## src/rtl/demux_vc_pkg.sv

```systemverilog
// Shared constants and helpers for the virtual-channel demultiplexer.
package demux_vc_pkg;

  localparam int DATA_W_DEF = 6;
  localparam int VC_BIT_DEF = DATA_W_DEF - 1;
  localparam int VC0        = 0;
  localparam int VC1        = 1;
  localparam int NUM_VC     = 2;

  typedef logic [1:0] occ_t;

  localparam occ_t OCC_FULL = 2'd2;

  function automatic occ_t occ_after(input occ_t occ, input logic push, input logic pop);
    return occ + occ_t'(push) - occ_t'(pop);
  endfunction

endpackage

```

## src/rtl/demux_vc_if.sv

```systemverilog
// Merged-stream input and per-VC output handshake bundle for demux_vc.
interface demux_vc_if #(
  parameter int DATA_W = demux_vc_pkg::DATA_W_DEF
);

  logic              valid_in;
  logic [DATA_W-1:0] data_in;
  logic              ready_in;
  logic              pause_VC0;
  logic              pause_VC1;
  logic              valid_out_VC0;
  logic              valid_out_VC1;
  logic [DATA_W-1:0] data_out_VC0;
  logic [DATA_W-1:0] data_out_VC1;

  modport master (
    output valid_in, data_in, pause_VC0, pause_VC1,
    input  ready_in, valid_out_VC0, valid_out_VC1, data_out_VC0, data_out_VC1
  );

  modport slave (
    input  valid_in, data_in, pause_VC0, pause_VC1,
    output ready_in, valid_out_VC0, valid_out_VC1, data_out_VC0, data_out_VC1
  );

endinterface

```

## src/rtl/demux_vc_skid_buffer.sv

```systemverilog
// vc_skid_buffer: 2-entry FIFO holding one VC's words; head stays visible after it drains.
module vc_skid_buffer
  import demux_vc_pkg::*;
#(
  parameter int DATA_W = DATA_W_DEF
) (
  input  logic              clk,
  input  logic              reset,
  input  logic              push,
  input  logic              pop,
  input  logic [DATA_W-1:0] din,
  output logic [DATA_W-1:0] dout,
  output logic              valid,
  output occ_t              occ
);

  logic [DATA_W-1:0] ent0;
  logic [DATA_W-1:0] ent1;

  always_ff @(posedge clk or posedge reset) begin
    if (reset) begin
      ent0 <= '0;
      ent1 <= '0;
      occ  <= '0;
    end else begin
      case ({push, pop})
        2'b10: begin
          if (occ == 2'd0) ent0 <= din;
          else             ent1 <= din;
          occ <= occ + 2'd1;
        end
        2'b01: begin
          // a lone pop from one entry leaves ent0 as the last-seen head
          if (occ == 2'd2) ent0 <= ent1;
          occ <= occ - 2'd1;
        end
        2'b11: begin
          if (occ == 2'd2) begin
            ent0 <= ent1;
            ent1 <= din;
          end else begin
            ent0 <= din;
          end
        end
        default: ;
      endcase
    end
  end

  assign dout  = ent0;
  assign valid = (occ != 2'd0);

endmodule

```

## src/rtl/demux_vc.sv

```systemverilog
// Virtual-channel demux: routes the merged stream to two skid buffers by class bit.
// Optional pop counters per VC when DEMUX_VC_STATS_EN is defined.
module demux_vc
  import demux_vc_pkg::*;
#(
  parameter int DATA_W = DATA_W_DEF,
  parameter int VC_BIT = DATA_W - 1,
  parameter int CNT_W  = 8
) (
  input  logic             clk,
  input  logic             reset,
`ifdef DEMUX_VC_STATS_EN
  output logic [CNT_W-1:0] cnt_VC0,
  output logic [CNT_W-1:0] cnt_VC1,
`endif
  demux_vc_if.slave        bus
);

  if (CNT_W < 1) begin : g_bad_cnt_w
    $error("demux_vc: CNT_W must be at least 1");
  end

  logic              ready_q;
  logic              accept;
  logic [NUM_VC-1:0] push;
  logic [NUM_VC-1:0] pop;
  logic [NUM_VC-1:0] valid;
  occ_t              occ [NUM_VC];
  logic [DATA_W-1:0] dout [NUM_VC];

  assign accept    = bus.valid_in && ready_q;
  assign push[VC0] = accept && !bus.data_in[VC_BIT];
  assign push[VC1] = accept &&  bus.data_in[VC_BIT];
  assign pop[VC0]  = valid[VC0] && !bus.pause_VC0;
  assign pop[VC1]  = valid[VC1] && !bus.pause_VC1;

  vc_skid_buffer #(.DATA_W(DATA_W)) u_vc0 (
    .clk   (clk),
    .reset (reset),
    .push  (push[VC0]),
    .pop   (pop[VC0]),
    .din   (bus.data_in),
    .dout  (dout[VC0]),
    .valid (valid[VC0]),
    .occ   (occ[VC0])
  );

  vc_skid_buffer #(.DATA_W(DATA_W)) u_vc1 (
    .clk   (clk),
    .reset (reset),
    .push  (push[VC1]),
    .pop   (pop[VC1]),
    .din   (bus.data_in),
    .dout  (dout[VC1]),
    .valid (valid[VC1]),
    .occ   (occ[VC1])
  );

  // ready looks at post-update occupancy so an accepted word always has a free slot
  always_ff @(posedge clk or posedge reset) begin
    if (reset) begin
      ready_q <= 1'b0;
    end else begin
      ready_q <= (occ_after(occ[VC0], push[VC0], pop[VC0]) < OCC_FULL) &&
                 (occ_after(occ[VC1], push[VC1], pop[VC1]) < OCC_FULL);
    end
  end

  assign bus.ready_in      = ready_q;
  assign bus.valid_out_VC0 = valid[VC0];
  assign bus.valid_out_VC1 = valid[VC1];
  assign bus.data_out_VC0  = dout[VC0];
  assign bus.data_out_VC1  = dout[VC1];

`ifdef DEMUX_VC_STATS_EN
  always_ff @(posedge clk or posedge reset) begin
    if (reset) begin
      cnt_VC0 <= '0;
      cnt_VC1 <= '0;
    end else begin
      if (pop[VC0]) cnt_VC0 <= cnt_VC0 + CNT_W'(1);
      if (pop[VC1]) cnt_VC1 <= cnt_VC1 + CNT_W'(1);
    end
  end
`endif

endmodule

```

## src/flat_wrapper.sv

```systemverilog
// flat-port wrapper written by rule: the top's interface ports become plain ports
module demux_vc_flat import demux_vc_pkg::*;
#(
  parameter int DATA_W = DATA_W_DEF,
  parameter int VC_BIT = DATA_W - 1,
  parameter int CNT_W  = 8
)
  (clk, reset, bus_valid_in, bus_data_in, bus_pause_VC0, bus_pause_VC1, bus_ready_in, bus_valid_out_VC0, bus_valid_out_VC1, bus_data_out_VC0, bus_data_out_VC1);
  demux_vc_if #(.DATA_W(DATA_W)) bus_i ();
  input  logic clk;
  input  logic reset;
  input wire logic [$bits(bus_i.valid_in)-1:0] bus_valid_in;
  input wire logic [$bits(bus_i.data_in)-1:0] bus_data_in;
  input wire logic [$bits(bus_i.pause_VC0)-1:0] bus_pause_VC0;
  input wire logic [$bits(bus_i.pause_VC1)-1:0] bus_pause_VC1;
  output wire logic [$bits(bus_i.ready_in)-1:0] bus_ready_in;
  output wire logic [$bits(bus_i.valid_out_VC0)-1:0] bus_valid_out_VC0;
  output wire logic [$bits(bus_i.valid_out_VC1)-1:0] bus_valid_out_VC1;
  output wire logic [$bits(bus_i.data_out_VC0)-1:0] bus_data_out_VC0;
  output wire logic [$bits(bus_i.data_out_VC1)-1:0] bus_data_out_VC1;
  assign bus_i.valid_in = bus_valid_in;
  assign bus_i.data_in = bus_data_in;
  assign bus_i.pause_VC0 = bus_pause_VC0;
  assign bus_i.pause_VC1 = bus_pause_VC1;
  assign bus_ready_in = bus_i.ready_in;
  assign bus_valid_out_VC0 = bus_i.valid_out_VC0;
  assign bus_valid_out_VC1 = bus_i.valid_out_VC1;
  assign bus_data_out_VC0 = bus_i.data_out_VC0;
  assign bus_data_out_VC1 = bus_i.data_out_VC1;
  demux_vc #(.DATA_W(DATA_W), .VC_BIT(VC_BIT), .CNT_W(CNT_W)) u_core (.clk(clk), .reset(reset), .bus(bus_i));
endmodule
```

## config.mk

```make
export PLATFORM = sky130hd
export DESIGN_NAME = demux_vc_flat
export DESIGN_NICKNAME = d
export VERILOG_FILES = /design/src/rtl/demux_vc_pkg.sv /design/src/rtl/demux_vc_if.sv /design/src/rtl/demux_vc_skid_buffer.sv /design/src/rtl/demux_vc.sv /design/src/flat_wrapper.sv
export SDC_FILE = /design/constraint.sdc
export NUM_CORES = 1
export LEC_CHECK = 0
export CAP_MARGIN = 20
export CORE_ASPECT_RATIO = 2
export CORE_MARGIN = 5
export CORE_UTILIZATION = 55
export CTS_BUF_LIST = sky130_fd_sc_hd__clkbuf_2
export DETAILED_ROUTE_END_ITERATION = 12
export HOLD_SLACK_MARGIN = 0.03
export PLACE_DENSITY = 0.87
export SLEW_MARGIN = 20
export SYNTH_ARGS = -nofsm -noshare
export SYNTH_HDL_FRONTEND = slang
export SYNTH_SLANG_ARGS = --single-unit
```

## constraint.sdc

```tcl
create_clock -name clk -period 2.3 [get_ports clk]
set_clock_uncertainty 0.05 [all_clocks]
set_input_delay 0.345 -clock clk [delete_from_list [all_inputs] [get_ports clk]]
set_output_delay 0.345 -clock clk [all_outputs]
set_load 0.005 [all_outputs]
```

---- Word level (Yosys, flattened, before mapping) ----
Cells that the tools add are included.
operators by class
  $add $sub $neg .......................... 8
  order comparisons ....................... 2
  equality and inequality tests ........... 16
  muxes and demuxes ....................... 16
  reduce and logical (&&, ||, !) cells .... 23
operators with widths
  kind                 number
  $mux 6               10
  $pmux 6 s3           2
  $pmux 6 s2           2
  $ne 2x2->1 const B   8
  $eq 2x2->1 const B   6
  $reduce_and 3->1     4
  $reduce_bool 2->1    6
  $pmux 2 s2           2
  $logic_and 1x1->1    6
  $reduce_bool 3->1    2
  $add 2x1->2          2
  $add 2x1->2 const B  2
  $eq 2x1->1 const B   2
  $logic_not 2->1      2
  $lt 2x2->1 const B   2
  $sub 2x1->2          2
  $sub 2x1->2 const B  2
  $logic_not 1->1      3
word-level totals
  register bits after elaboration ......... 29
  input port bits ......................... 11
  word-level logic and storage cells ...... 72

---- Logic depth before layout (Yosys ltp) ----
Gate-level depths: netlist (run 1).
  depth after elaboration ................. 6
  mapped depth ............................ 8
  mapped depth without buffers ............ 7

---- Hierarchy ----
From an unflattened synthesis (run 1), not the netlist that was laid out.
second synthesis, totals
  cell total of the unflattened synthesis .. 152
  area, all modules ....................... 1695.4 sq um
by module, submodules not included
  module          instances  cells an instance  area each (sq um)  sequential area each (sq um)
  vc_skid_buffer  2          67                 775.7              350.3
  demux_vc        1          18                 143.9              25.0

---- Worst setup path before layout (run 1) ----
No wires, ideal clock.
  kind .................................... register to register
  from .................................... register u_core.u_vc1.occ[0]
  to ...................................... register u_core.u_vc1.ent0[0], in the netlist u_core.u_vc1.dout[0]
  setup time .............................. 125 ps
  data arrival time ....................... 1831 ps
  data required time ...................... 2125 ps
  path slack .............................. 294 ps
  cell stages (with the launch flop) ...... 8
  path buffers ............................ 1
  period minus slack after synthesis ...... 2006 ps
  path through ............................ dfrtp_1 buf_6 o21bai_2 inv_1 ha_1 a211o_4 a22o_1 mux2_4
between the ends
  cells in the longest elaborated chain, start to end .. 5
  elaborated cells between the ends (all ways) .. 13
  classes of those cells .................. 6 x eq/ne; 2 x mux; 5 x reduce/logical
RTL lines
  element                                                                  RTL line                    RTL
  start, declared                                                          demux_vc_skid_buffer.sv:14  output occ_t occ
  start signal, assigned                                                   demux_vc_skid_buffer.sv:30  occ <= occ + 2'd1;
  start signal, assigned                                                   demux_vc_skid_buffer.sv:35  occ <= occ - 2'd1;
  $reduce_bool 2->1                                                        demux_vc_skid_buffer.sv:51  assign valid = (occ != 2'd0);
  $logic_and 1x1->1                                                        demux_vc.sv:35              assign pop[VC1] = valid[VC1] && !bus.pause_VC1;
  $eq 2x1->1 / $eq 2x2->1 (equally long branches)                          demux_vc_skid_buffer.sv:26  case ({push, pop})
  $ne 2x2->1 (no source line) / $reduce_bool 3->1 (equally long branches)  --
  $reduce_and 3->1 (no source line)                                        --
  end signal, assigned                                                     demux_vc_skid_buffer.sv:28  if (occ == 2'd0) ent0 <= din;
  end signal, assigned                                                     demux_vc_skid_buffer.sv:34  if (occ == 2'd2) ent0 <= ent1;
  end signal, assigned                                                     demux_vc_skid_buffer.sv:39  ent0 <= ent1;
  end, declared                                                            demux_vc_skid_buffer.sv:17  logic [DATA_W-1:0] ent0;
Parallel ways exist; a longest one is shown, timed or not.
A chain may end at the register's enable or synchronous reset.

---- Worst setup path in the final report (run 1) ----
  from .................................... register u_core.u_vc0.occ[0]
  to ...................................... register u_core.u_vc0.ent0[3], in the netlist u_core.u_vc0.dout[3]
between the ends
  cells in the longest elaborated chain, start to end .. 5
  elaborated cells between the ends (all ways) .. 13
  classes of those cells .................. 6 x eq/ne; 2 x mux; 5 x reduce/logical
RTL lines
  element                                                                  RTL line                    RTL
  start, declared                                                          demux_vc_skid_buffer.sv:14
  start signal, assigned                                                   demux_vc_skid_buffer.sv:30
  start signal, assigned                                                   demux_vc_skid_buffer.sv:35
  $reduce_bool 2->1                                                        demux_vc_skid_buffer.sv:51
  $logic_and 1x1->1                                                        demux_vc.sv:34              assign pop[VC0] = valid[VC0] && !bus.pause_VC0;
  $eq 2x1->1 / $eq 2x2->1 (equally long branches)                          demux_vc_skid_buffer.sv:26
  $ne 2x2->1 (no source line) / $reduce_bool 3->1 (equally long branches)  --
  $reduce_and 3->1 (no source line)                                        --
  end signal, assigned                                                     demux_vc_skid_buffer.sv:28
  end signal, assigned                                                     demux_vc_skid_buffer.sv:34
  end signal, assigned                                                     demux_vc_skid_buffer.sv:39
  end, declared                                                            demux_vc_skid_buffer.sv:17
Parallel ways exist; a longest one is shown, timed or not.

==> impl_metrics.json, run 1 <==
{
  "clk_path_buf_depth": 2,
  "power.leakage_nw": 0.962,
  "worstReg2RegStart": "u_core.u_vc0.occ[0]$_DFFE_PP0P_",
  "synthesis.nets": 150,
  "period_needed_ps": 2050,
  "slew_viol_final": 0,
  "drive_gt1_frac": 0.267,
  "max_freq_mhz": 488,
  "start_kind": "register",
  "cts_num_sinks": 29,
  "portBuffers": 25,
  "core_um2": 2910,
  "nFillCells": 200,
  "fin_crit_sh": 0.891,
  "dieArea_um2": 4210,
  "ys.flop_type": "dfrtp_1",
  "drtIter0Drc": 12,
  "reg2reg_slack_ps": 250,
  "cts-buffers-inserted": 5,
  "critPathCaptureType": "register",
  "start_util": 0.559,
  "final_cell_mix": "dfrtp_1 (29), clkdlybuf4s50_1 (25), buf_4 (14), a22o_1 (12), mux2_1 (11)",
  "cts_hold_buffers": 0,
  "wl_per_cell_um": 15.7,
  "via_count": 1085,
  "final.setup.tns_ps": 0,
  "hpwlAfterDp_um": 2490,
  "io_pins": 26,
  "multi_input_area_um2": 831,
  "antenna_found_initial": 0,
  "crit_required_ps": 2510,
  "rows": 28,
  "routed_wl_um": 3180,
  "path_class": "register to register",
  "seq_area_um2": 726,
  "ys_warn_count": 0,
  "dr.pass1.iters": 4,
  "path_clk_slew_ps": 170,
  "tightest_slew_ps": 368,
  "root_buffer": "clkbuf_2",
  "grt_overflow": 0,
  "async_flop_share": 1.00,
  "synth-edff-count": 0,
  "syn_area_um2": 1630,
  "setup_viol": 0,
  "clkLatencyLatePin_ps": 370,
  "track_usage": 0.172,
  "netlist_instances": 129,
  "whs_ps": 281,
  "seq_area_frac_synth": 0.446,
  "nets": 192,
  "drc": 0,
  "relSlewSlack": 0.754,
  "viasPerCell": 5.37,
  "htreeDepth": 2,
  "die_width_um": 48.4,
  "yosysUniqueCellTypes": 32,
  "grt_pass1_wl_um": 5710,
  "dieHeight_um": 86.9,
  "hp-class": "input pin to async pin",
  "ant_nets": 0,
  "ir_drop_mv": 0.822,
  "utilization": 0.697,
  "outcome": "finished clean",
  "avgSynthCellArea_um2": 12.6,
  "yosys_register_bits": 29,
  "area_growth_pct": 24.7,
  "num_antenna_cells": 0,
  "p_per_area_nw_per_um2": 1210,
  "grt_pass1_vias": 1229,
  "cts_tree": "built",
  "max-cap-violations": 0,
  "rsz0062_at_grt": "no",
  "layout_commonest_cell": "dfrtp_1",
  "worstRegToRegCells": 7,
  "grt_max_degree": 30,
  "hold_viol_final": 0,
  "cp_max_fo": 8,
  "gp_congestion": 0.966,
  "postCtsResizedCells": 0,
  "r2r-end": "u_core.u_vc0.dout[3]$_DFFE_PP0P_",
  "arrival_ps": 2250,
  "cts_setup_buffers": 0
}
==> stage by stage <==
stage	std cells	setup slack, ps	cell area [µm²]	power, mW
5_1_grt	202	82.4	2030	2.64
3_5_place_dp	194	-100	1990	2.21
6_report	202	252	2030	2.45
2_1_floorplan	129	294	1630	1.74
3_3_place_gp	194	-41.1	1990	2.15
4_1_cts	202	237	2030	2.47
==> state kept, by name, summed over array words and instances (netlist names) <==
signal / count
u_core.u_vc1.occ: 2
u_core.u_vc0.dout: 6
u_core.u_vc0.ent1: 6
u_core.u_vc1.ent1: 6
u_core.u_vc0.occ: 2
u_core.u_vc1.dout: 6
u_core.bus.ready_in: 1
==> cell type report <==
| type | instances | share of cell area |
|---|---|---|
| clock buffers | 6 | 0.0148 |
| clock inverters | 2 | 0.00494 |
| inverters | 10 | 0.0185 |
| multi-input cells | 86 | 0.410 |
| flip-flops and latches | 29 | 0.358 |
| well taps | 30 | 0.0185 |
| repair buffers | 39 | 0.175 |
==> layer usage <==
layer  GRT usage  vias up  share of wire
met5           0        -              0
met3      0.0412        8          0.033
li1            -      528              -
met2       0.306       20           0.56
met1       0.184      529           0.39
met4      0.0856        0          0.022
==> power by group <==
group          leakage (nW)  internal (mW)  switching (mW)
logic                 0.574          0.760           0.512
clock network        0.0327         0.0763           0.180
registers             0.356          0.751           0.168
total                 0.962           1.59           0.860
==> logic make-up after synthesis <==
kind of cell,share of synthesized area
fa+ha+maj,0.0770
flops,0.446
xor+xnor,0.0539
simple gates,0.0631
mux,0.186
compound gates,0.132
buf+inv,0.0423
==> synth_stat cells (2+ instances only) <==
cell / count / area share
inv_1: 8 / 0.018
mux2_2: 6 / 0.042
nor2_4: 2 / 0.014
a22o_1: 12 / 0.065
nand2b_1: 2 / 0.0077
mux2_4: 6 / 0.055
mux2i_1: 2 / 0.012
nor2_1: 6 / 0.014
xnor2_1: 6 / 0.032
a21oi_2: 2 / 0.011
mux2_1: 11 / 0.076
nand2_1: 2 / 0.0046
o21bai_2: 2 / 0.014
dfrtp_1: 29 / 0.45
a21oi_1: 3 / 0.0092
xor2_1: 4 / 0.022
ha_1: 10 / 0.077
buf_4: 2 / 0.0092
==> worst max-delay path: stages, from the launching register on <==
cell and delay (ps):
dfrtp_1 520, o21bai_2 230, inv_1 80, ha_1 240, mux2i_1 140, a21oi_1 90, nor2_2 240, mux2_2 370
==> how the worst max path moves through the flow <==
stage	start	end	slack, ps	cells after the start
floorplan	u_core.u_vc1.occ[0]$_DFFE_PP0P_	u_core.u_vc1.dout[0]$_DFFE_PP0P_	290	7
global placement	bus_pause_VC1	u_core.u_vc1.dout[3]$_DFFE_PP0P_	-40	7
detailed placement	bus_data_in[5]	u_core.u_vc0.dout[2]$_DFFE_PP0P_	-100	8
CTS	u_core.u_vc0.occ[0]$_DFFE_PP0P_	u_core.u_vc0.dout[2]$_DFFE_PP0P_	240	7
global route	u_core.u_vc0.occ[0]$_DFFE_PP0P_	u_core.u_vc0.dout[2]$_DFFE_PP0P_	80	7
finish	u_core.u_vc0.occ[0]$_DFFE_PP0P_	u_core.u_vc0.dout[3]$_DFFE_PP0P_	250	7
No activity file was read; power rests on OpenSTA's default activity.
==> inputs of run 2 (changes only) <==
ABC_CLOCK_PERIOD_IN_PS = 2300   (was default)
==> results of run 2 <==
Final layout, timing and power as in run 1 (identical DEF).
